===== config.mk =====
export PLATFORM = sky130hd
export DESIGN_NAME = axi_lite_reg_slave_flat
export DESIGN_NICKNAME = d
export VERILOG_FILES = /design/src/rtl/axi_lite_reg_slave_pkg.sv /design/src/rtl/axi_lite_reg_slave_if.sv /design/src/rtl/axi_lite_reg_slave_reg_array.sv /design/src/rtl/axi_lite_reg_slave.sv /design/src/flat_wrapper.sv
export SDC_FILE = /design/constraint.sdc
export NUM_CORES = 1
export LEC_CHECK = 0
export ABC_CLOCK_PERIOD_IN_PS = 9900
export CELL_PAD_IN_SITES_DETAIL_PLACEMENT = 0
export CELL_PAD_IN_SITES_GLOBAL_PLACEMENT = 1
export CORE_MARGIN = 3
export CORE_UTILIZATION = 47
export DETAILED_ROUTE_END_ITERATION = 12
export DONT_BUFFER_PORTS = 1
export HOLD_SLACK_MARGIN = 0.08
export PLACE_DENSITY = 0.72
export SLEW_MARGIN = 30
export SYNTH_ARGS = -nofsm -noshare
export SYNTH_HDL_FRONTEND = slang
export SYNTH_SLANG_ARGS = --single-unit

===== constraint.sdc =====
create_clock -name s0_axi_aclk -period 9.9 [get_ports s0_axi_aclk]
set_input_delay 1.485 -clock s0_axi_aclk [delete_from_list [all_inputs] [get_ports s0_axi_aclk]]
set_output_delay 1.485 -clock s0_axi_aclk [all_outputs]
set_load 0.02 [all_outputs]

===== src/rtl/axi_lite_reg_slave_pkg.sv =====
// Shared AXI4-Lite response codes and FSM state encodings for the register slave.
package axi_lite_reg_slave_pkg;

    localparam int RESP_OKAY   = 0;
    localparam int RESP_SLVERR = 2;

    typedef enum logic [1:0] {
        WR_IDLE   = 2'd0,
        WR_HAVE_A = 2'd1,
        WR_HAVE_D = 2'd2,
        WR_RESP   = 2'd3
    } wr_state_e;

    typedef enum logic {
        RD_IDLE = 1'b0,
        RD_DATA = 1'b1
    } rd_state_e;

endpackage


===== src/rtl/axi_lite_reg_slave_if.sv =====
// AXI4-Lite channel bundle (AW, W, B, AR, R) with master and slave views.
interface axi_lite_reg_slave_if #(
    parameter int ADDR_WIDTH = 8,
    parameter int DATA_WIDTH = 32,
    parameter int RESP_WIDTH = 3
);
    logic [ADDR_WIDTH-1:0]   awaddr;
    logic                    awvalid;
    logic                    awready;
    logic [DATA_WIDTH-1:0]   wdata;
    logic [DATA_WIDTH/8:0]   wstrb;
    logic                    wvalid;
    logic                    wready;
    logic [RESP_WIDTH-1:0]   bresp;
    logic                    bvalid;
    logic                    bready;
    logic [ADDR_WIDTH-1:0]   araddr;
    logic                    arvalid;
    logic                    arready;
    logic [DATA_WIDTH-1:0]   rdata;
    logic [RESP_WIDTH-1:0]   rresp;
    logic                    rvalid;
    logic                    rready;

    modport slave (
        input  awaddr, awvalid, wdata, wstrb, wvalid, bready, araddr, arvalid, rready,
        output awready, wready, bresp, bvalid, arready, rdata, rresp, rvalid
    );

    modport master (
        output awaddr, awvalid, wdata, wstrb, wvalid, bready, araddr, arvalid, rready,
        input  awready, wready, bresp, bvalid, arready, rdata, rresp, rvalid
    );
endinterface


===== src/rtl/axi_lite_reg_slave_reg_array.sv =====
// Register storage: byte-strobed synchronous write port, asynchronous read port, flat view.
module axi_reg_array #(
    parameter int DATA_WIDTH = 32,
    parameter int NUM_REGS   = 4
) (
    input  logic                           clk_i,
    input  logic                           rst_i,
    input  logic                           we_i,
    input  logic [$clog2(NUM_REGS)-1:0]    widx_i,
    input  logic [DATA_WIDTH-1:0]          wdata_i,
    input  logic [DATA_WIDTH/8-1:0]        wstrb_i,
    input  logic [$clog2(NUM_REGS)-1:0]    ridx_i,
    output logic [DATA_WIDTH-1:0]          rdata_o,
    output logic [NUM_REGS*DATA_WIDTH-1:0] regs_o
);
    logic [DATA_WIDTH-1:0] mem_q [NUM_REGS];
    logic [DATA_WIDTH-1:0] mem_d [NUM_REGS];

    always_comb begin
        mem_d = mem_q;
        if (we_i) begin
            for (int b = 0; b < DATA_WIDTH/8; b++) begin
                if (wstrb_i[b]) mem_d[widx_i][8*b +: 8] = wdata_i[8*b +: 8];
            end
        end
    end

    always_ff @(posedge clk_i or posedge rst_i) begin
        if (rst_i) begin
            for (int k = 0; k < NUM_REGS; k++) mem_q[k] <= '0;
        end else begin
            mem_q <= mem_d;
        end
    end

    assign rdata_o = mem_q[ridx_i];

    for (genvar k = 0; k < NUM_REGS; k++) begin : g_flat
        assign regs_o[k*DATA_WIDTH +: DATA_WIDTH] = mem_q[k];
    end
endmodule


===== src/rtl/axi_lite_reg_slave.sv =====
// AXI4-Lite register-bank slave: write and read FSMs plus address decode.
// Define AXI_REG_SLAVE_ERR_EN to answer out-of-window accesses with SLVERR instead of OKAY.
module axi_lite_reg_slave
    import axi_lite_reg_slave_pkg::*;
#(
    parameter int DATA_WIDTH = 32,
    parameter int ADDR_WIDTH = 8,
    parameter int RESP_WIDTH = 3,
    parameter int NUM_REGS   = 4,
    parameter int BASE_ADDR  = 0
) (
    input  logic                           s0_axi_aclk,
    input  logic                           s0_axi_areset,
    axi_lite_reg_slave_if.slave            s0_axi,
    output logic [NUM_REGS*DATA_WIDTH-1:0] regs_out
);
    localparam int IDX_W  = $clog2(NUM_REGS);
    localparam int STRB_W = DATA_WIDTH/8;
    localparam logic [ADDR_WIDTH-1:0] BASE = ADDR_WIDTH'(BASE_ADDR);
    localparam logic [ADDR_WIDTH:0]   WIN  = (ADDR_WIDTH+1)'(4*NUM_REGS);
    localparam logic [RESP_WIDTH-1:0] OKAY = RESP_WIDTH'(RESP_OKAY);
`ifdef AXI_REG_SLAVE_ERR_EN
    localparam logic [RESP_WIDTH-1:0] OOR_RESP = RESP_WIDTH'(RESP_SLVERR);
`else
    localparam logic [RESP_WIDTH-1:0] OOR_RESP = RESP_WIDTH'(RESP_OKAY);
`endif

    wr_state_e               wr_state_q, wr_state_d;
    rd_state_e               rd_state_q, rd_state_d;
    logic                    live_q;
    logic [ADDR_WIDTH-1:0]   awaddr_q, awaddr_d;
    logic [DATA_WIDTH-1:0]   wdata_q, wdata_d;
    logic [STRB_W-1:0]       wstrb_q, wstrb_d;
    logic [RESP_WIDTH-1:0]   bresp_q, bresp_d, rresp_q, rresp_d;
    logic [DATA_WIDTH-1:0]   rdata_q, rdata_d;
    logic [NUM_REGS*DATA_WIDTH-1:0] regs_q, arr_regs;

    logic awready, wready, arready, aw_hs, w_hs, ar_hs, commit;
    logic [ADDR_WIDTH-1:0] wr_addr, wr_off, rd_off;
    logic [DATA_WIDTH-1:0] wr_data, arr_rdata;
    logic [STRB_W-1:0]     wr_strb;
    logic                  wr_in_range, rd_in_range;

    assign awready = live_q && (wr_state_q == WR_IDLE || wr_state_q == WR_HAVE_D);
    assign wready  = live_q && (wr_state_q == WR_IDLE || wr_state_q == WR_HAVE_A);
    assign arready = live_q && (rd_state_q == RD_IDLE);
    assign aw_hs   = s0_axi.awvalid && awready;
    assign w_hs    = s0_axi.wvalid && wready;
    assign ar_hs   = s0_axi.arvalid && arready;

    // Commit uses whichever half was latched earlier and the other half live from the bus.
    assign wr_addr = (wr_state_q == WR_HAVE_A) ? awaddr_q : s0_axi.awaddr;
    assign wr_data = (wr_state_q == WR_HAVE_D) ? wdata_q  : s0_axi.wdata;
    assign wr_strb = (wr_state_q == WR_HAVE_D) ? wstrb_q  : s0_axi.wstrb[STRB_W-1:0];
    assign wr_off  = wr_addr - BASE;
    assign rd_off  = s0_axi.araddr - BASE;
    assign wr_in_range = {1'b0, wr_off} < WIN;
    assign rd_in_range = {1'b0, rd_off} < WIN;

    always_comb begin
        wr_state_d = wr_state_q;
        awaddr_d   = awaddr_q;
        wdata_d    = wdata_q;
        wstrb_d    = wstrb_q;
        bresp_d    = bresp_q;
        commit     = 1'b0;
        if (aw_hs) awaddr_d = s0_axi.awaddr;
        if (w_hs) begin
            wdata_d = s0_axi.wdata;
            wstrb_d = s0_axi.wstrb[STRB_W-1:0];
        end
        case (wr_state_q)
            WR_IDLE: begin
                if (aw_hs && w_hs) commit = 1'b1;
                else if (aw_hs)    wr_state_d = WR_HAVE_A;
                else if (w_hs)     wr_state_d = WR_HAVE_D;
            end
            WR_HAVE_A: commit = w_hs;
            WR_HAVE_D: commit = aw_hs;
            WR_RESP:   if (s0_axi.bready) wr_state_d = WR_IDLE;
            default:   wr_state_d = WR_IDLE;
        endcase
        if (commit) begin
            wr_state_d = WR_RESP;
            bresp_d    = wr_in_range ? OKAY : OOR_RESP;
        end
    end

    always_comb begin
        rd_state_d = rd_state_q;
        rdata_d    = rdata_q;
        rresp_d    = rresp_q;
        case (rd_state_q)
            RD_IDLE: begin
                if (ar_hs) begin
                    rd_state_d = RD_DATA;
                    rdata_d    = rd_in_range ? arr_rdata : '0;
                    rresp_d    = rd_in_range ? OKAY : OOR_RESP;
                end
            end
            RD_DATA: if (s0_axi.rready) rd_state_d = RD_IDLE;
            default: rd_state_d = RD_IDLE;
        endcase
    end

    always_ff @(posedge s0_axi_aclk or posedge s0_axi_areset) begin
        if (s0_axi_areset) begin
            wr_state_q <= WR_IDLE;
            rd_state_q <= RD_IDLE;
            live_q     <= 1'b0;
            awaddr_q   <= '0;
            wdata_q    <= '0;
            wstrb_q    <= '0;
            bresp_q    <= '0;
            rresp_q    <= '0;
            rdata_q    <= '0;
            regs_q     <= '0;
        end else begin
            wr_state_q <= wr_state_d;
            rd_state_q <= rd_state_d;
            live_q     <= 1'b1;
            awaddr_q   <= awaddr_d;
            wdata_q    <= wdata_d;
            wstrb_q    <= wstrb_d;
            bresp_q    <= bresp_d;
            rresp_q    <= rresp_d;
            rdata_q    <= rdata_d;
            regs_q     <= arr_regs;
        end
    end

    axi_reg_array #(
        .DATA_WIDTH (DATA_WIDTH),
        .NUM_REGS   (NUM_REGS)
    ) u_regs (
        .clk_i   (s0_axi_aclk),
        .rst_i   (s0_axi_areset),
        .we_i    (commit && wr_in_range),
        .widx_i  (wr_off[IDX_W+1:2]),
        .wdata_i (wr_data),
        .wstrb_i (wr_strb),
        .ridx_i  (rd_off[IDX_W+1:2]),
        .rdata_o (arr_rdata),
        .regs_o  (arr_regs)
    );

    assign s0_axi.awready = awready;
    assign s0_axi.wready  = wready;
    assign s0_axi.arready = arready;
    assign s0_axi.bvalid  = (wr_state_q == WR_RESP);
    assign s0_axi.bresp   = bresp_q;
    assign s0_axi.rvalid  = (rd_state_q == RD_DATA);
    assign s0_axi.rresp   = rresp_q;
    assign s0_axi.rdata   = rdata_q;
    assign regs_out       = regs_q;
endmodule


===== src/flat_wrapper.sv =====
// flat-port wrapper written by rule: the top's interface ports become plain ports
module axi_lite_reg_slave_flat import axi_lite_reg_slave_pkg::*;
#(
    parameter int DATA_WIDTH = 32,
    parameter int ADDR_WIDTH = 8,
    parameter int RESP_WIDTH = 3,
    parameter int NUM_REGS   = 4,
    parameter int BASE_ADDR  = 0
)
  (s0_axi_aclk, s0_axi_areset, regs_out, s0_axi_awaddr, s0_axi_awvalid, s0_axi_wdata, s0_axi_wstrb, s0_axi_wvalid, s0_axi_bready, s0_axi_araddr, s0_axi_arvalid, s0_axi_rready, s0_axi_awready, s0_axi_wready, s0_axi_bresp, s0_axi_bvalid, s0_axi_arready, s0_axi_rdata, s0_axi_rresp, s0_axi_rvalid);
  axi_lite_reg_slave_if #(.ADDR_WIDTH(ADDR_WIDTH), .DATA_WIDTH(DATA_WIDTH), .RESP_WIDTH(RESP_WIDTH)) s0_axi_i ();
  input  logic s0_axi_aclk;
  input  logic s0_axi_areset;
  output logic [NUM_REGS*DATA_WIDTH-1:0] regs_out;
  input wire logic [$bits(s0_axi_i.awaddr)-1:0] s0_axi_awaddr;
  input wire logic [$bits(s0_axi_i.awvalid)-1:0] s0_axi_awvalid;
  input wire logic [$bits(s0_axi_i.wdata)-1:0] s0_axi_wdata;
  input wire logic [$bits(s0_axi_i.wstrb)-1:0] s0_axi_wstrb;
  input wire logic [$bits(s0_axi_i.wvalid)-1:0] s0_axi_wvalid;
  input wire logic [$bits(s0_axi_i.bready)-1:0] s0_axi_bready;
  input wire logic [$bits(s0_axi_i.araddr)-1:0] s0_axi_araddr;
  input wire logic [$bits(s0_axi_i.arvalid)-1:0] s0_axi_arvalid;
  input wire logic [$bits(s0_axi_i.rready)-1:0] s0_axi_rready;
  output wire logic [$bits(s0_axi_i.awready)-1:0] s0_axi_awready;
  output wire logic [$bits(s0_axi_i.wready)-1:0] s0_axi_wready;
  output wire logic [$bits(s0_axi_i.bresp)-1:0] s0_axi_bresp;
  output wire logic [$bits(s0_axi_i.bvalid)-1:0] s0_axi_bvalid;
  output wire logic [$bits(s0_axi_i.arready)-1:0] s0_axi_arready;
  output wire logic [$bits(s0_axi_i.rdata)-1:0] s0_axi_rdata;
  output wire logic [$bits(s0_axi_i.rresp)-1:0] s0_axi_rresp;
  output wire logic [$bits(s0_axi_i.rvalid)-1:0] s0_axi_rvalid;
  assign s0_axi_i.awaddr = s0_axi_awaddr;
  assign s0_axi_i.awvalid = s0_axi_awvalid;
  assign s0_axi_i.wdata = s0_axi_wdata;
  assign s0_axi_i.wstrb = s0_axi_wstrb;
  assign s0_axi_i.wvalid = s0_axi_wvalid;
  assign s0_axi_i.bready = s0_axi_bready;
  assign s0_axi_i.araddr = s0_axi_araddr;
  assign s0_axi_i.arvalid = s0_axi_arvalid;
  assign s0_axi_i.rready = s0_axi_rready;
  assign s0_axi_awready = s0_axi_i.awready;
  assign s0_axi_wready = s0_axi_i.wready;
  assign s0_axi_bresp = s0_axi_i.bresp;
  assign s0_axi_bvalid = s0_axi_i.bvalid;
  assign s0_axi_arready = s0_axi_i.arready;
  assign s0_axi_rdata = s0_axi_i.rdata;
  assign s0_axi_rresp = s0_axi_i.rresp;
  assign s0_axi_rvalid = s0_axi_i.rvalid;
  axi_lite_reg_slave #(.DATA_WIDTH(DATA_WIDTH), .ADDR_WIDTH(ADDR_WIDTH), .RESP_WIDTH(RESP_WIDTH), .NUM_REGS(NUM_REGS), .BASE_ADDR(BASE_ADDR)) u_core (.s0_axi_aclk(s0_axi_aclk), .s0_axi_areset(s0_axi_areset), .s0_axi(s0_axi_i), .regs_out(regs_out));
endmodule

# [Word level (Yosys, flattened, before mapping)]
# Index checks and enable logic that the tools add are counted.
[op_classes] order_cmp=5 n_eq_ne=6 mux=37 bitwise=3 reduce_logical=15
[op_table] operator="128-bit 2-to-1 mux" count=7
[op_table] operator="128-bit bitwise mux" count=4
[op_table] operator="32-bit demux with 2-bit select" count=4
[op_table] operator="32-bit 2-to-1 mux" count=5
[op_table] operator="32-bit binary-select mux with 2-bit select" count=1
[op_table] operator="24-bit 2-to-1 mux" count=1
[op_table] operator="8-bit by 5-bit < comparator with 1-bit output (second input constant)" count=2
[op_table] operator="16-bit 2-to-1 mux" count=1
[op_table] operator="8-bit 2-to-1 mux" count=2
[op_table] operator="2-bit 2-to-1 mux" count=5
[op_table] operator="1-bit logical AND" count=9
[op_table] operator="3-bit >= comparator (second input constant)" count=2
[op_table] operator="3-bit by 2-bit inequality test with 1-bit output (second input constant)" count=2
[op_table] operator="2-bit NOT with 3-bit output" count=2
[op_table] operator="2-bit == test (second input constant)" count=2
[op_table] operator="4-bit 2-to-1 mux" count=1
[op_table] operator="4-bit by 1-bit inequality test with 1-bit output (second input constant)" count=1
[op_table] operator="2-bit case mux with 2 select lines" count=1
[op_table] operator="4-bit AND reduction" count=1
[op_table] operator="3-bit by 1-bit < comparator with 1-bit output (second input constant)" count=1
[op_table] operator="1-bit 2-to-1 mux" count=3
[op_table] operator="1-bit case mux with 3 select lines" count=1
[op_table] operator="3-bit nonzero test" count=1
[op_table] operator="2-bit by 1-bit == test with 1-bit output (second input constant)" count=1
[op_table] operator="5 further kinds" count=6
[word_totals] regBits=336 in_bits=60 output_inout_bits=171 word_cells=78

# [Logic depth before layout (Yosys ltp)]
# Gate-level depths: netlist (run 1).
[logic_depth] word_depth=18 ltp_mapped=8 ltp_nobuf=5

# [Modules after synthesis]
# From an unflattened synthesis (run 1), not the netlist that was laid out.
[hier_totals] cells_unflattened=685 area_unflattened_um2=12386.9
[modules_own_cells] module="axi_lite_reg_slave" instances=1 cells_per_inst=364 area_per_inst_um2=6686.4 seq_area_each_um2=5154.9
[modules_own_cells] module="axi_reg_array" instances=1 cells_per_inst=321 area_per_inst_um2=5700.5 seq_area_each_um2=3203.1

# [Worst setup path before layout (run 1)]
# Ideal clock, no wire load.
[synth_path] path_kind="input to register" startpoint="input s0_axi_araddr[3]" endpoint="register u_core.rdata_q[10], in the netlist u_core.s0_axi.rdata[10]" setup_ns=0.121 t_arrival_ns=2.989 required_ns=9.779 slack_ns=6.790 cell_stages=4 path_buffers=2 path_cell_list="clkbuf_1 > buf_1 > mux4_2 > a22o_1"
[synth_between] elab_chain_len=5 word_cells_on_any_way=6 cone_classes="1 x order compare; 4 x mux; 1 x bitwise"
[synth_lines] item="start: declaration" line_no="flat_wrapper.sv:21" text="input wire logic [$bits(s0_axi_i.araddr)-1:0] s0_axi_araddr;"
[synth_lines] item="parallel branches: the longest is 4 deep, another holds 8-bit by 5-bit < comparator with 1-bit output"
[synth_lines] item="32-bit 2-to-1 mux (*)" line_no="axi_lite_reg_slave.sv:97" text="rdata_d = rd_in_range ? arr_rdata : '0;"
[synth_lines] item="end signal: assignment" line_no="axi_lite_reg_slave.sv:127" text="rdata_q <= rdata_d;"
[synth_lines] item="end: declaration" line_no="axi_lite_reg_slave.sv:35" text="logic [DATA_WIDTH-1:0] rdata_q, rdata_d;"
# Every way passes the cells marked *. The select of a mux whose other input is x is not followed.
# A chain may end at the register's enable or synchronous reset.

# [Worst setup path after layout (run 1)]
[layout_path] startpoint="input s0_axi_awaddr[7]" endpoint="register u_core.u_regs.mem_q (netlist bit u_core.u_regs.regs_o[5])"
[layout_between] elab_chain_len=3
[layout_lines] item="start: declaration" line_no="flat_wrapper.sv:15" text="input wire logic [$bits(s0_axi_i.awaddr)-1:0] s0_axi_awaddr;"
[layout_lines] item="8-bit 2-to-1 mux" line_no="axi_lite_reg_slave.sv:52" text="assign wr_addr = (wr_state_q == WR_HAVE_A) ? awaddr_q : s0_axi.awaddr;"
[layout_lines] item="8-bit by 5-bit < comparator with 1-bit output" line_no="axi_lite_reg_slave.sv:57" text="assign wr_in_range = {1'b0, wr_off} < WIN;"
[layout_lines] item="1-bit logical AND" line_no="axi_lite_reg_slave.sv:138" text=".we_i (commit && wr_in_range),"
[layout_lines] item="end signal: assignment" line_no="axi_lite_reg_slave_reg_array.sv:32" text="mem_q <= mem_d;"
[layout_lines] item="end: declaration" line_no="axi_lite_reg_slave_reg_array.sv:16" text="logic [DATA_WIDTH-1:0] mem_q [NUM_REGS];"
# No other way between the ends.

==> results of run 1 <==
[logic make-up after synthesis]
logic type | after synthesis | synth area share (%)
mux | 242 | 25.2
other cells | 2 | 0.0615
buf+inv | 35 | 1.63
flops | 334 | 68.5
compound gates | 36 | 2.46
simple gates | 44 | 2.17
[power by group through the flow]
stage          sequential [mW]  combinational (mW)  clock (mW)
4_1_cts                   1.98               0.567        1.41
3_3_place_gp              1.99               0.539           0
3_5_place_dp              2.00               0.562           0
2_1_floorplan             1.93               0.473           0
5_1_grt                   2.01               0.613        1.47
6_report                  1.98               0.557        1.38
[flip-flops by register name (all words and copies together), names as in the netlist]
name                  flops
u_core.u_regs.regs_o    128
u_core.live_q             1
u_core.regs_out         128
u_core.wstrb_q            4
u_core.s0_axi.rvalid      1
u_core.wdata_q           32
u_core.s0_axi.rdata      32
u_core.awaddr_q           6
u_core.wr_state_q         2
[area by class of cell]
| cell class | count | area [sq um] | share of cell area (%) |
|---|---|---|---|
| inverters | 2 | 11.3 | 0.0816 |
| clock buffers | 49 | 1070 | 7.76 |
| well taps | 330 | 413 | 2.99 |
| repair buffers | 9 | 98.8 | 0.716 |
| clock inverters | 12 | 170 | 1.23 |
| flip-flops and latches | 334 | 8360 | 60.5 |
| multi-input cells | 329 | 3690 | 26.7 |
[Yosys cell counts (2+ instances only)]
master,count
sky130_fd_sc_hd__dfrtp_1,334
sky130_fd_sc_hd__mux2_2,203
sky130_fd_sc_hd__a22o_1,32
sky130_fd_sc_hd__mux4_2,32
sky130_fd_sc_hd__clkbuf_1,12
sky130_fd_sc_hd__nand2_2,12
sky130_fd_sc_hd__nor2_1,10
sky130_fd_sc_hd__mux2i_1,7
sky130_fd_sc_hd__buf_4,6
sky130_fd_sc_hd__nand2_1,6
sky130_fd_sc_hd__buf_2,5
sky130_fd_sc_hd__buf_6,5
sky130_fd_sc_hd__and2_1,4
sky130_fd_sc_hd__buf_1,4
sky130_fd_sc_hd__a21oi_1,2
sky130_fd_sc_hd__and2b_2,2
sky130_fd_sc_hd__conb_1,2
sky130_fd_sc_hd__inv_1,2
sky130_fd_sc_hd__nor2b_1,2
sky130_fd_sc_hd__nor4_1,2
sky130_fd_sc_hd__o21ai_0,2
[metrics by stage]
stage | utilization [%] | hold slack [ns] | worst slack [ns] | instance area [sq um] | std cells
after floorplan | - | 0.364 | 3.95 | 12200 | 698
after global placement | 49.4 | 0.375 | 6.05 | 12500 | 1001
after detailed placement | 49.6 | 0.375 | 6.07 | 12600 | 1004
after CTS | 54.5 | 0.389 | 6.56 | 13800 | 1065
after global routing | 54.5 | 0.400 | 6.42 | 13800 | 1065
final | 54.5 | 0.387 | 6.58 | 13800 | 1065
[metal layers]
layer | vias to the layer above | wire, um
met5 | - | 0
met4 | 0 | 524
met3 | 42 | 2130
met2 | 184 | 13000
met1 | 3212 | 10800
li1 | 2521 | -
[worst reg2reg max path, stage by stage, from the launching register on]
cell                      delay, ns
sky130_fd_sc_hd__dfrtp_1       0.44
sky130_fd_sc_hd__nor2b_1       0.41
sky130_fd_sc_hd__mux2i_1       0.37
sky130_fd_sc_hd__nor3b_2       0.78
sky130_fd_sc_hd__and2_1        0.56
sky130_fd_sc_hd__mux2_2        0.41
[how the worst min path moves through the flow]
stage               slack, ns  cells past startpoint                             end                                   from
global route             0.40                      0   u_core.regs_out[49]$_DFF_PP0_   u_core.u_regs.regs_o[49]$_DFFE_PP0P_
finish                   0.39                      0  u_core.regs_out[118]$_DFF_PP0_  u_core.u_regs.regs_o[118]$_DFFE_PP0P_
detailed placement       0.38                      0  u_core.regs_out[118]$_DFF_PP0_  u_core.u_regs.regs_o[118]$_DFFE_PP0P_
global placement         0.38                      0   u_core.regs_out[94]$_DFF_PP0_   u_core.u_regs.regs_o[94]$_DFFE_PP0P_
CTS                      0.39                      0  u_core.regs_out[118]$_DFF_PP0_  u_core.u_regs.regs_o[118]$_DFFE_PP0P_
floorplan                0.36                      0   u_core.regs_out[32]$_DFF_PP0_   u_core.u_regs.regs_o[32]$_DFFE_PP0P_
==> run summary, run 1 <==
• outcome: complete, no violations
• fillers: 1969
• Routability Congestion: 0.784
• Port Buffers: 0
• max-slew violations: 0
• destination of the critical timing path: u_core.u_regs.regs_o[5]$_DFFE_PP0P_
• number of setup violations in the final report: 0
• slowest library cell on the worst path: sky130_fd_sc_hd__nor3b_2
• sequential share of power: 50.6%
• CTS tree: done
• part of the power in the clock network: 35.2%
• peak fanout along the critical path: 8
• Gate Count Post-Synth: 693
• core area: 25300 sq um
• min-delay worst type: flip-flop to flip-flop
• met2 track demand over resource: 30.6%
• met1 track utilization from global routing: 25.1%
• CP top delay family: simple AND/OR/NAND/NOR gates
• largest stage delay on the critical path: 0.75 ns
• net switching component of the power: 1.09 mW
• largest net degree at the start of global routing: 92
• synthesis-stage register bit count: 334
• critical path startpoint category: input port
• die span in y: 167 um
• number of hold-repair buffers added at the cts stage: 0
• worst setup skew after layout: 0.0110 ns
• leading cell types in the layout, fill and taps excluded: sky130_fd_sc_hd__dfrtp_1 (334), sky130_fd_sc_hd__mux2_2 (203), sky130_fd_sc_hd__clkbuf_16 (37)
• static leakage: 6.73 nW
• power per unit of standard cell area: 283 nW/um^2
• relative area change from synthesis to final layout: 13.1%
• RSZ-0062 raised after global routing: no
• detailed-route wire length per cell: 24.8 um
• Worst R2R End: u_core.u_regs.regs_o[5]$_DFFE_PP0P_
• vias per cell: 5.60
• boundary pin count: 231
• Worst slew margin: 41.2%
• CTS HTree Levels: 2
• latest clock arrival within the worst-skew pair: 0.50 ns
• number of distinct library cells after synthesis: 28
• Root Buffer: sky130_fd_sc_hd__clkbuf_16
• portion of the clock cycle consumed by the worst path in the final layout: 33.6%
• sink count of the clock tree: 334
• met3 global-route usage: 6.56%
• synthesized cell area: 12200 sq um
• Iteration-0 DRC Markers: 297
• Async S/R FF share, synth: 100%
• clock buffers created by TritonCTS: 35
• overall power after layout: 3.91 mW
• Final Hold Vio Count: 0
• category of the most critical setup path: input port to flip-flop
• overall overflow remaining after global route: 0
• number of cells on the worst reg-to-reg path: 5
• Die Width: 167 um
• sw frac: 27.8%
• ordered cell list for the critical path: nor4_1, mux2i_1, nor3b_2, and2_1, mux2_2
• Slew @ Worst Pin: 0.878 ns
• Area contributors post-synth: sky130_fd_sc_hd__dfrtp_1 (68%), sky130_fd_sc_hd__mux2_2 (19%), sky130_fd_sc_hd__mux4_2 (5.9%)
• Worst Setup End Kind: flip-flop
• initial antenna violation count: 0
• number of gates resized after cts: 0
• effective utilization at floorplan: 48.2%
• crit path buf inv count: 0
• first-pass GRT wire length: 41.0 mm
• Max Clock Freq: 301 MHz
• part of the Yosys area used for sequential elements: 68.5%
• Top Usage Layer GRT: met2
• most common cell after layout, fill and taps aside: sky130_fd_sc_hd__dfrtp_1
• number of global-route vias before repair: 6550
• crit path time final: 3.32 ns
• share of the synthesized area in the top cell type: 68.5%
• Total Die Area: 27900 sq um
• critical path depth: 5
• Setup Fix Bufs, Post-CTS: 0
• number of enable-type register cells in the synthesized netlist: 0
• worst ir drop on vdd: 0.000278 V
• HPWL reported at the end of detailed placement: 17.1 mm
• Remaining DRCs: 0
• maximum clock path buffer count: 3
• max-cap check violation count: 0
• number of synthesis warnings: 0
• final sum of negative setup slack: 0 ns
• number of core rows: 58
• Layout Nets: 771
• Req. time, crit path: 10.27 ns
• startpoint of the most critical register-to-register path: u_core.wr_state_q[1]$_DFFE_PP0P_
• vias after detailed routing: 5959
• prevailing post-synth register cell: sky130_fd_sc_hd__dfrtp_1
• routed wire length: 26.4 mm
• internal portion of total power: 2.82 mW
• mean instance size in the synthesized netlist: 17.6 sq um
• total global routing track utilization: 19.0%
• slack of the worst reg-to-reg path: 6.83 ns
• number of search-and-repair iterations in the first detailed-routing pass: 4
• cell type with the highest aggregate area in the netlist: sky130_fd_sc_hd__dfrtp_1
• fraction of layout instances using a drive strength above 1: 44.2%
• Antenna diodes: 0
• Routed Antenna Nets: 0
• Arrival @ worst endpoint: 3.70 ns
• Crit. Startpoint: s0_axi_awaddr[7]
• combinational power share: 14.2%
• clock slew seen by the registers of the worst setup and hold paths: 0.06 ns
(Power assumes the default switching activity.)
==> run 2, diff against run 1 <==
Settings changed: ABC_AREA from default to 1, ABC_CLOCK_PERIOD_IN_PS 9900 to 2700, CORE_UTILIZATION 47 to 43.
Clock period 9.9 ns to 2.7 ns, I/O delays scaled along.
==> run 2 against run 1 <==
Against the previous run:
- global-route usage is 3.1 points higher
- die area is 16% higher
- power rose to 4.1 times the previous value
- synthesized area up 6.6%
- sequential power grew to 4.0 times the previous value
- hold slack worse by 0.29 ns
- first-iteration DRC count grew to 2.5 times the previous value
- final cell count grew 70%
- worst setup slack lost 6.2 ns
- sequential share of layout area decreased by 4.9 points
- synthesized cell count is 98% higher
- register-to-register slack got worse by 6.4 ns
==> run summary, run 2 <==
• simple-gate portion of the synthesized area: 22.8%
• clock buffers created by TritonCTS: 37
• Max Clock Freq: 431 MHz
• sequential share of power: 49.1%
• most common cell after layout, fill and taps aside: sky130_fd_sc_hd__nand2_1
• critical path startpoint category: flip-flop
• net switching component of the power: 5.62 mW
• CTS tree: done
• number of global-route vias before repair: 9489
• die span in y: 180 um
• number of enable-type register cells in the synthesized netlist: 0
• mean instance size in the synthesized netlist: 9.50 sq um
• Iteration-0 DRC Markers: 755
• RSZ-0062 raised after global routing: no
• portion of the clock cycle consumed by the worst path in the final layout: 85.9%
• first-pass GRT wire length: 56.9 mm
• Remaining DRCs: 0
• part of the power in the clock network: 32.1%
• largest net degree at the start of global routing: 87
• most frequent CP cell: sky130_fd_sc_hd__nand2_1
• clock slew seen by the registers of the worst setup and hold paths: 0.06 ns
• peak fanout along the critical path: 10
• min-delay worst type: input port to flip-flop
• share of the synthesized area in the top cell type: 64.2%
• core area: 29700 sq um
• number of gates resized after cts: 0
• internal portion of total power: 10.4 mW
• crit path buf inv count: 1
• Final Hold Vio Count: 0
• max-cap check violation count: 0
• CTS HTree Levels: 2
• cell total after placement: 1714
• outcome: complete, no violations
• slowest library cell on the worst path: sky130_fd_sc_hd__nand4_1
• combinational power share: 18.9%
• initial antenna violation count: 0
• post-layout instance count excluding filler cells: 1810
• sw frac: 35.2%
• number of synthesis warnings: 0
• fillers: 2695
• number of setup violations in the final report: 0
• Req. time, crit path: 3.10 ns
• share of the synthesized area in compound gates (AO/OA/AOI/OAI): 8.05%
• power per unit of standard cell area: 1060 nW/um^2
• Area contributors post-synth: sky130_fd_sc_hd__dfrtp_1 (64%), sky130_fd_sc_hd__nand2_1 (11%), sky130_fd_sc_hd__nand3_1 (6.1%)
• Gate Count Post-Synth: 1369
• detailed-route wire length per cell: 19.8 um
• latest clock arrival within the worst-skew pair: 0.51 ns
• crit path time final: 2.32 ns
• HPWL reported at the end of detailed placement: 22.8 mm
• maximum clock path buffer count: 3
• worst ir drop on vdd: 0.000453 V
• dominant combinational cell family by area after synthesis: simple AND/OR/NAND/NOR gates
• most frequent cell after synthesis: sky130_fd_sc_hd__nand2_1
• category of the most critical setup path: flip-flop to flip-flop
• vias per cell: 5.30
• Slew @ Worst Pin: 0.901 ns
• number of distinct library cells after synthesis: 29
• worst setup skew after layout: 0.00846 ns
• Worst slew margin: 39.8%
• final sum of negative setup slack: 0 ns
• largest stage delay on the critical path: 0.56 ns
• boundary pin count: 231
• sink count of the clock tree: 334
• Setup Fix Bufs, Post-CTS: 0
• cell area after layout: 15000 sq um
• static leakage: 7.96 nW
• Antenna diodes: 0
• Routed Antenna Nets: 0
• part of the Yosys area used for sequential elements: 64.2%
• fraction of layout instances using a drive strength above 1: 8.24%
• fraction of the mapped netlist area in adder cells: 0%
• Port Buffers: 0
• synthesis-stage register bit count: 334
• synthesized cell area: 13000 sq um
• overall power after layout: 16.0 mW
• total global routing track utilization: 22.1%
• Die Width: 180 um
• Root Buffer: sky130_fd_sc_hd__clkbuf_16
• relative area change from synthesis to final layout: 15.4%
• leading cell types in the layout, fill and taps excluded: sky130_fd_sc_hd__nand2_1 (392), sky130_fd_sc_hd__dfrtp_1 (334), sky130_fd_sc_hd__nand3_1 (158)
• number of core rows: 63
• number of search-and-repair iterations in the first detailed-routing pass: 5
• effective utilization at floorplan: 43.8%
• Worst Setup End Kind: flip-flop
• synthesized-area fraction occupied by xor and xnor cells: 0%
• ordered cell list for the critical path: inv_2, nand2_4, nand2_1, nand2_1, nor2_1, nand4_1, nand2_1, nand2_1
• Placement Cell Area: 13500 sq um
• cell type with the highest aggregate area in the netlist: sky130_fd_sc_hd__dfrtp_1
• most numerous cell types in the synthesized netlist: sky130_fd_sc_hd__nand2_1 (394), sky130_fd_sc_hd__dfrtp_1 (334), sky130_fd_sc_hd__nand3_1 (158)
• Total Die Area: 32400 sq um
• CP top delay family: simple AND/OR/NAND/NOR gates
• Routability Congestion: 0.810
• prevailing post-synth register cell: sky130_fd_sc_hd__dfrtp_1
• Arrival @ worst endpoint: 2.72 ns
• overall overflow remaining after global route: 0
• routed wire length: 35.8 mm
• Layout Nets: 1454
• mux cell area share after synthesis: 0.346%
• max-slew violations: 0
• vias after detailed routing: 9595
• Async S/R FF share, synth: 100%
## run 2: cell count changes after synthesis, sizes merged, moves of 7 or more
cell    previous run  this run
nand2             18       397
inv                2        48
nor2              10       132
clkbuf            13        44
mux4              32         0
nand3              0       160
o22ai              0        32
buf               20        35
mux2             203         4
a21oi              2        35
nand4              0        12
mux2i              7         0
o21ai              2       132
a22o              32         0
## run 2: final timing paths
check                                                           from                               endpoint  slack (ns)  depth (start not counted)
worst min register to register  u_core.u_regs.regs_o[29]$_DFFE_PP0P_          u_core.regs_out[29]$_DFF_PP0_        0.39                          0
min in group asynchronous                              s0_axi_areset   u_core.u_regs.regs_o[20]$_DFFE_PP0P_        0.51                          3
worst max register to register      u_core.wr_state_q[1]$_DFFE_PP0P_  u_core.u_regs.regs_o[104]$_DFFE_PP0P_        0.38                          8
worst max-delay path                u_core.wr_state_q[1]$_DFFE_PP0P_  u_core.u_regs.regs_o[104]$_DFFE_PP0P_        0.38                          8
max in group asynchronous                              s0_axi_areset     u_core.s0_axi.rdata[4]$_DFFE_PP0P_        1.54                          4
worst min-delay path                                s0_axi_wdata[25]         u_core.wdata_q[25]$_DFFE_PP0N_         0.1                          2
## run 2: worst reg2reg max path, cell delays in order, from the launching register on
cell                      delay (ns)
sky130_fd_sc_hd__dfrtp_1        0.50
sky130_fd_sc_hd__inv_2          0.16
sky130_fd_sc_hd__nand2_4        0.10
sky130_fd_sc_hd__nand2_1        0.08
sky130_fd_sc_hd__nand2_1        0.17
sky130_fd_sc_hd__nor2_1         0.34
sky130_fd_sc_hd__nand4_1        0.56
sky130_fd_sc_hd__nand2_1        0.22
sky130_fd_sc_hd__nand2_1        0.07
## run 2: what timing repair did
action	in CTS	in global routing
endpoints found under the hold margin	262	0
hold buffers	31	0
setup endpoints to repair	0	0
## run 2: power groups by stage
stage	Clock (mW)	Combinational [mW]	Sequential [mW]
final	5.13	3.02	7.84
after global routing	5.46	3.45	7.99
after CTS	5.23	3.03	7.86
after detailed placement	0	2.98	7.93
after global placement	0	2.93	7.91
after floorplan	0	2.36	7.55
## run 2: per-layer routing
metal  up-vias  share of wire, %  track usage, %
li1       4509                 -               -
met1      4739                47            32.5
met2       294                45            33.6
met3        53               5.7            4.78
met4         0               2.3            5.85
met5         -                 0               0
## run 2: area by class of cell
cell class                 count  area, sq um  area share (%)
sequential                   334         8360            55.7
clock buffer                  52         1100            7.36
timing repair buffer          60          628            4.18
tap                          390          488            3.25
multi-input combinational    912         4100            27.3
inverter                      49          190            1.27
clock inverter                13          150            1.00
## run 2: logic make-up (layout without fill, tap and decap cells)
| kind of cell | count (synthesis) | count (layout) |
|---|---|---|
| AOI/OAI and AO/OA | 199 | 199 |
| buffers and inverters | 128 | 174 |
| DFF | 334 | 334 |
| muxes | 4 | 4 |
| other | 2 | 7 |
| and+or+nand+nor | 702 | 702 |
## run 2: through the flow
step / util, % / setup WS (ns) / hold slack [ns]
floorplan: - / -2.17 / 0.363
global placement: 45.3 / 0.385 / 0.382
detailed placement: 45.3 / 0.384 / 0.385
CTS: 50.5 / 0.373 / 0.0813
global route: 50.5 / 0.126 / 0.0808
finish: 50.5 / 0.380 / 0.0954
==> run 3, diff against run 2 <==
Settings changed: CELL_PAD_IN_SITES_DETAIL_PLACEMENT 0 to 1, CELL_PAD_IN_SITES_GLOBAL_PLACEMENT 1 to 2, CORE_UTILIZATION 43 to 35, PLACE_DENSITY 0.72 to 0.73.
==> run 3 against run 2 <==
Against the previous run:
- routed wire length increased by 16%
- maximum frequency decreased by 1.8%
- largest cell class unchanged
- power increased by 3.7%
- critical path type unchanged
==> run summary, run 3 (synthesis results as in run 2) <==
• Total Die Area: 39500 sq um
• Die Width: 199 um
• Max Clock Freq: 423 MHz
• worst ir drop on vdd: 0.000587 V
• boundary pin count: 231
• Arrival @ worst endpoint: 2.79 ns
• number of hold-repair buffers added at the cts stage: 43
• launch instance of the worst min-delay path: s0_axi_wdata[17]
• latest clock arrival within the worst-skew pair: 0.56 ns
• Iteration-0 DRC Markers: 564
• min-delay worst type: input port to flip-flop
• effective utilization at floorplan: 36.1%
• Routability Congestion: 0.769
• number of setup violations in the final report: 0
• RSZ-0062 raised after global routing: no
• DR WL met2: 18.9 mm
• met3 wire length: 2.02 mm
• Layout Nets: 1479
• Slew @ Worst Pin: 0.639 ns
• power per unit of standard cell area: 1080 nW/um^2
• sink count of the clock tree: 334
• portion of the clock cycle consumed by the worst path in the final layout: 87.5%
• most common cell after layout, fill and taps aside: sky130_fd_sc_hd__nand2_1
• detailed-route wire length per cell: 21.7 um
• clock slew seen by the registers of the worst setup and hold paths: 0.06 ns
• crit path time final: 2.36 ns
• static leakage: 8.09 nW
• HPWL reported at the end of detailed placement: 27.2 mm
• area occupied by registers: 8360 sq um
• Setup Fix Bufs, Post-CTS: 0
• CTS HTree Levels: 2
• max-slew violations: 0
• leading cell types in the layout, fill and taps excluded: sky130_fd_sc_hd__nand2_1 (392), sky130_fd_sc_hd__dfrtp_1 (334), sky130_fd_sc_hd__nand3_1 (158)
• worst min-delay path endpoint: u_core.wdata_q[17]$_DFFE_PP0N_
• Req. time, crit path: 3.13 ns
• peak fanout along the critical path: 10
• vias per cell: 5.11
• number of gates resized after cts: 0
• fraction of layout instances using a drive strength above 1: 9.11%
• Remaining DRCs: 0
• Routed Antenna Nets: 0
• die span in y: 199 um
• outcome: complete, no violations
• fillers: 4043
• slack of the worst reg-to-reg path: 0.34 ns
• total global routing track utilization: 21.3%
• max-cap check violation count: 0
• number of cells on the worst hold path: 2
• relative area change from synthesis to final layout: 18.1%
• number of core rows: 69
• overall power after layout: 16.6 mW
• vias after detailed routing: 9768
• number of cells on the worst reg-to-reg path: 8
• critical path startpoint category: flip-flop
• routed wire length: 41.5 mm
• Final Hold Vio Count: 0
• number of global-route vias before repair: 10.3k
• post-layout instance count excluding filler cells: 1910
• total area of multi-input combinational cells: 4100 sq um
• category of the most critical setup path: flip-flop to flip-flop
• initial antenna violation count: 0
• overall overflow remaining after global route: 0
• worst setup skew after layout: 0.0246 ns
• cell total after placement: 1796
• Worst slew margin: 57.4%
• met1 wire length: 19.7 mm
• startpoint of the most critical register-to-register path: u_core.wr_state_q[1]$_DFFE_PP0P_
• Root Buffer: sky130_fd_sc_hd__clkbuf_16
• first-pass GRT wire length: 64.2 mm
• Worst Setup End Kind: flip-flop
• clock buffers created by TritonCTS: 39
• highest routing layer actually used: met4
• number of search-and-repair iterations in the first detailed-routing pass: 5
• core area: 36100 sq um
• maximum clock path buffer count: 3
• largest net degree at the start of global routing: 82
• Antenna diodes: 0
• CTS tree: done
• Worst R2R End: u_core.u_regs.regs_o[80]$_DFFE_PP0P_
• Port Buffers: 0
[run 3: changes by cell type in the layout (fill, tap and decap cells not counted), sizes merged]
| cell | change |
|---|---|
| dlygate4sd3 | +12 |
| clkbuf | +6 |
| bufinv | +1 |
| buf | +11 |
| clkinvlp | -1 |
[run 3: how the worst max path moves through the flow]
stage / start / endpoint / slack (ns) / cells past startpoint
after CTS: u_core.wr_state_q[0]$_DFFE_PP0P_ / u_core.u_regs.regs_o[60]$_DFFE_PP0P_ / 0.34 / 9
after global placement: u_core.wr_state_q[0]$_DFFE_PP0P_ / u_core.u_regs.regs_o[56]$_DFFE_PP0P_ / 0.40 / 9
final: u_core.wr_state_q[1]$_DFFE_PP0P_ / u_core.u_regs.regs_o[80]$_DFFE_PP0P_ / 0.34 / 8
after detailed placement: u_core.wr_state_q[0]$_DFFE_PP0P_ / u_core.u_regs.regs_o[60]$_DFFE_PP0P_ / 0.35 / 9
after floorplan: s0_axi_areset / u_core.awaddr_q[2]$_DFFE_PP0N_ / -2.17 / 1
after global routing: u_core.wr_state_q[0]$_DFFE_PP0P_ / u_core.u_regs.regs_o[57]$_DFFE_PP0P_ / 0.05 / 9
[run 3: through the flow]
stage                     setup WS (ns)  setup TNS (ns)  area (sq um)  hold slack (ns)  util [%]
after floorplan                   -2.17         -723.98         13000            0.363         -
after global placement            0.396               0         13600            0.361      37.6
after detailed placement          0.348               0         13600            0.370      37.6
after CTS                         0.339               0         15400           0.0865      42.6
after global routing             0.0539               0         15400            0.110      42.6
final                             0.339               0         15400            0.110      42.6
[run 3: report_power, final]
part	internal, mW	switching (mW)
Combinational	0.918	2.22
Sequential	6.31	1.58
Clock	3.41	2.14
[run 3: worst max-delay path, stage by stage, from the launching register on]
cell and delay, ns:
sky130_fd_sc_hd__dfrtp_1 0.51, sky130_fd_sc_hd__inv_2 0.18, sky130_fd_sc_hd__nand2_4 0.10, sky130_fd_sc_hd__nand2_1 0.09, sky130_fd_sc_hd__nand2_1 0.16, sky130_fd_sc_hd__nor2_1 0.43, sky130_fd_sc_hd__nand4_1 0.52, sky130_fd_sc_hd__nand2_1 0.20
sky130_fd_sc_hd__nand2_1 0.07
[run 3: cell type report]
cell class                 instances  share of cell area, %
clock buffer                      58                   7.67
clock inverter                    13                   1.17
inverter                          49                   1.24
multi-input combinational        912                   26.7
sequential                       334                   54.4
tap                              461                   3.75
timing repair buffer              83                   5.08
[run 3: routing by layer]
| layer | vias to the layer above | track usage [%] |
|---|---|---|
| met1 | 4926 | 30.4 |
| met2 | 239 | 33.4 |
| met4 | 0 | 5.80 |
| met3 | 43 | 4.01 |
| li1 | 4560 | - |
| met5 | - | 0 |
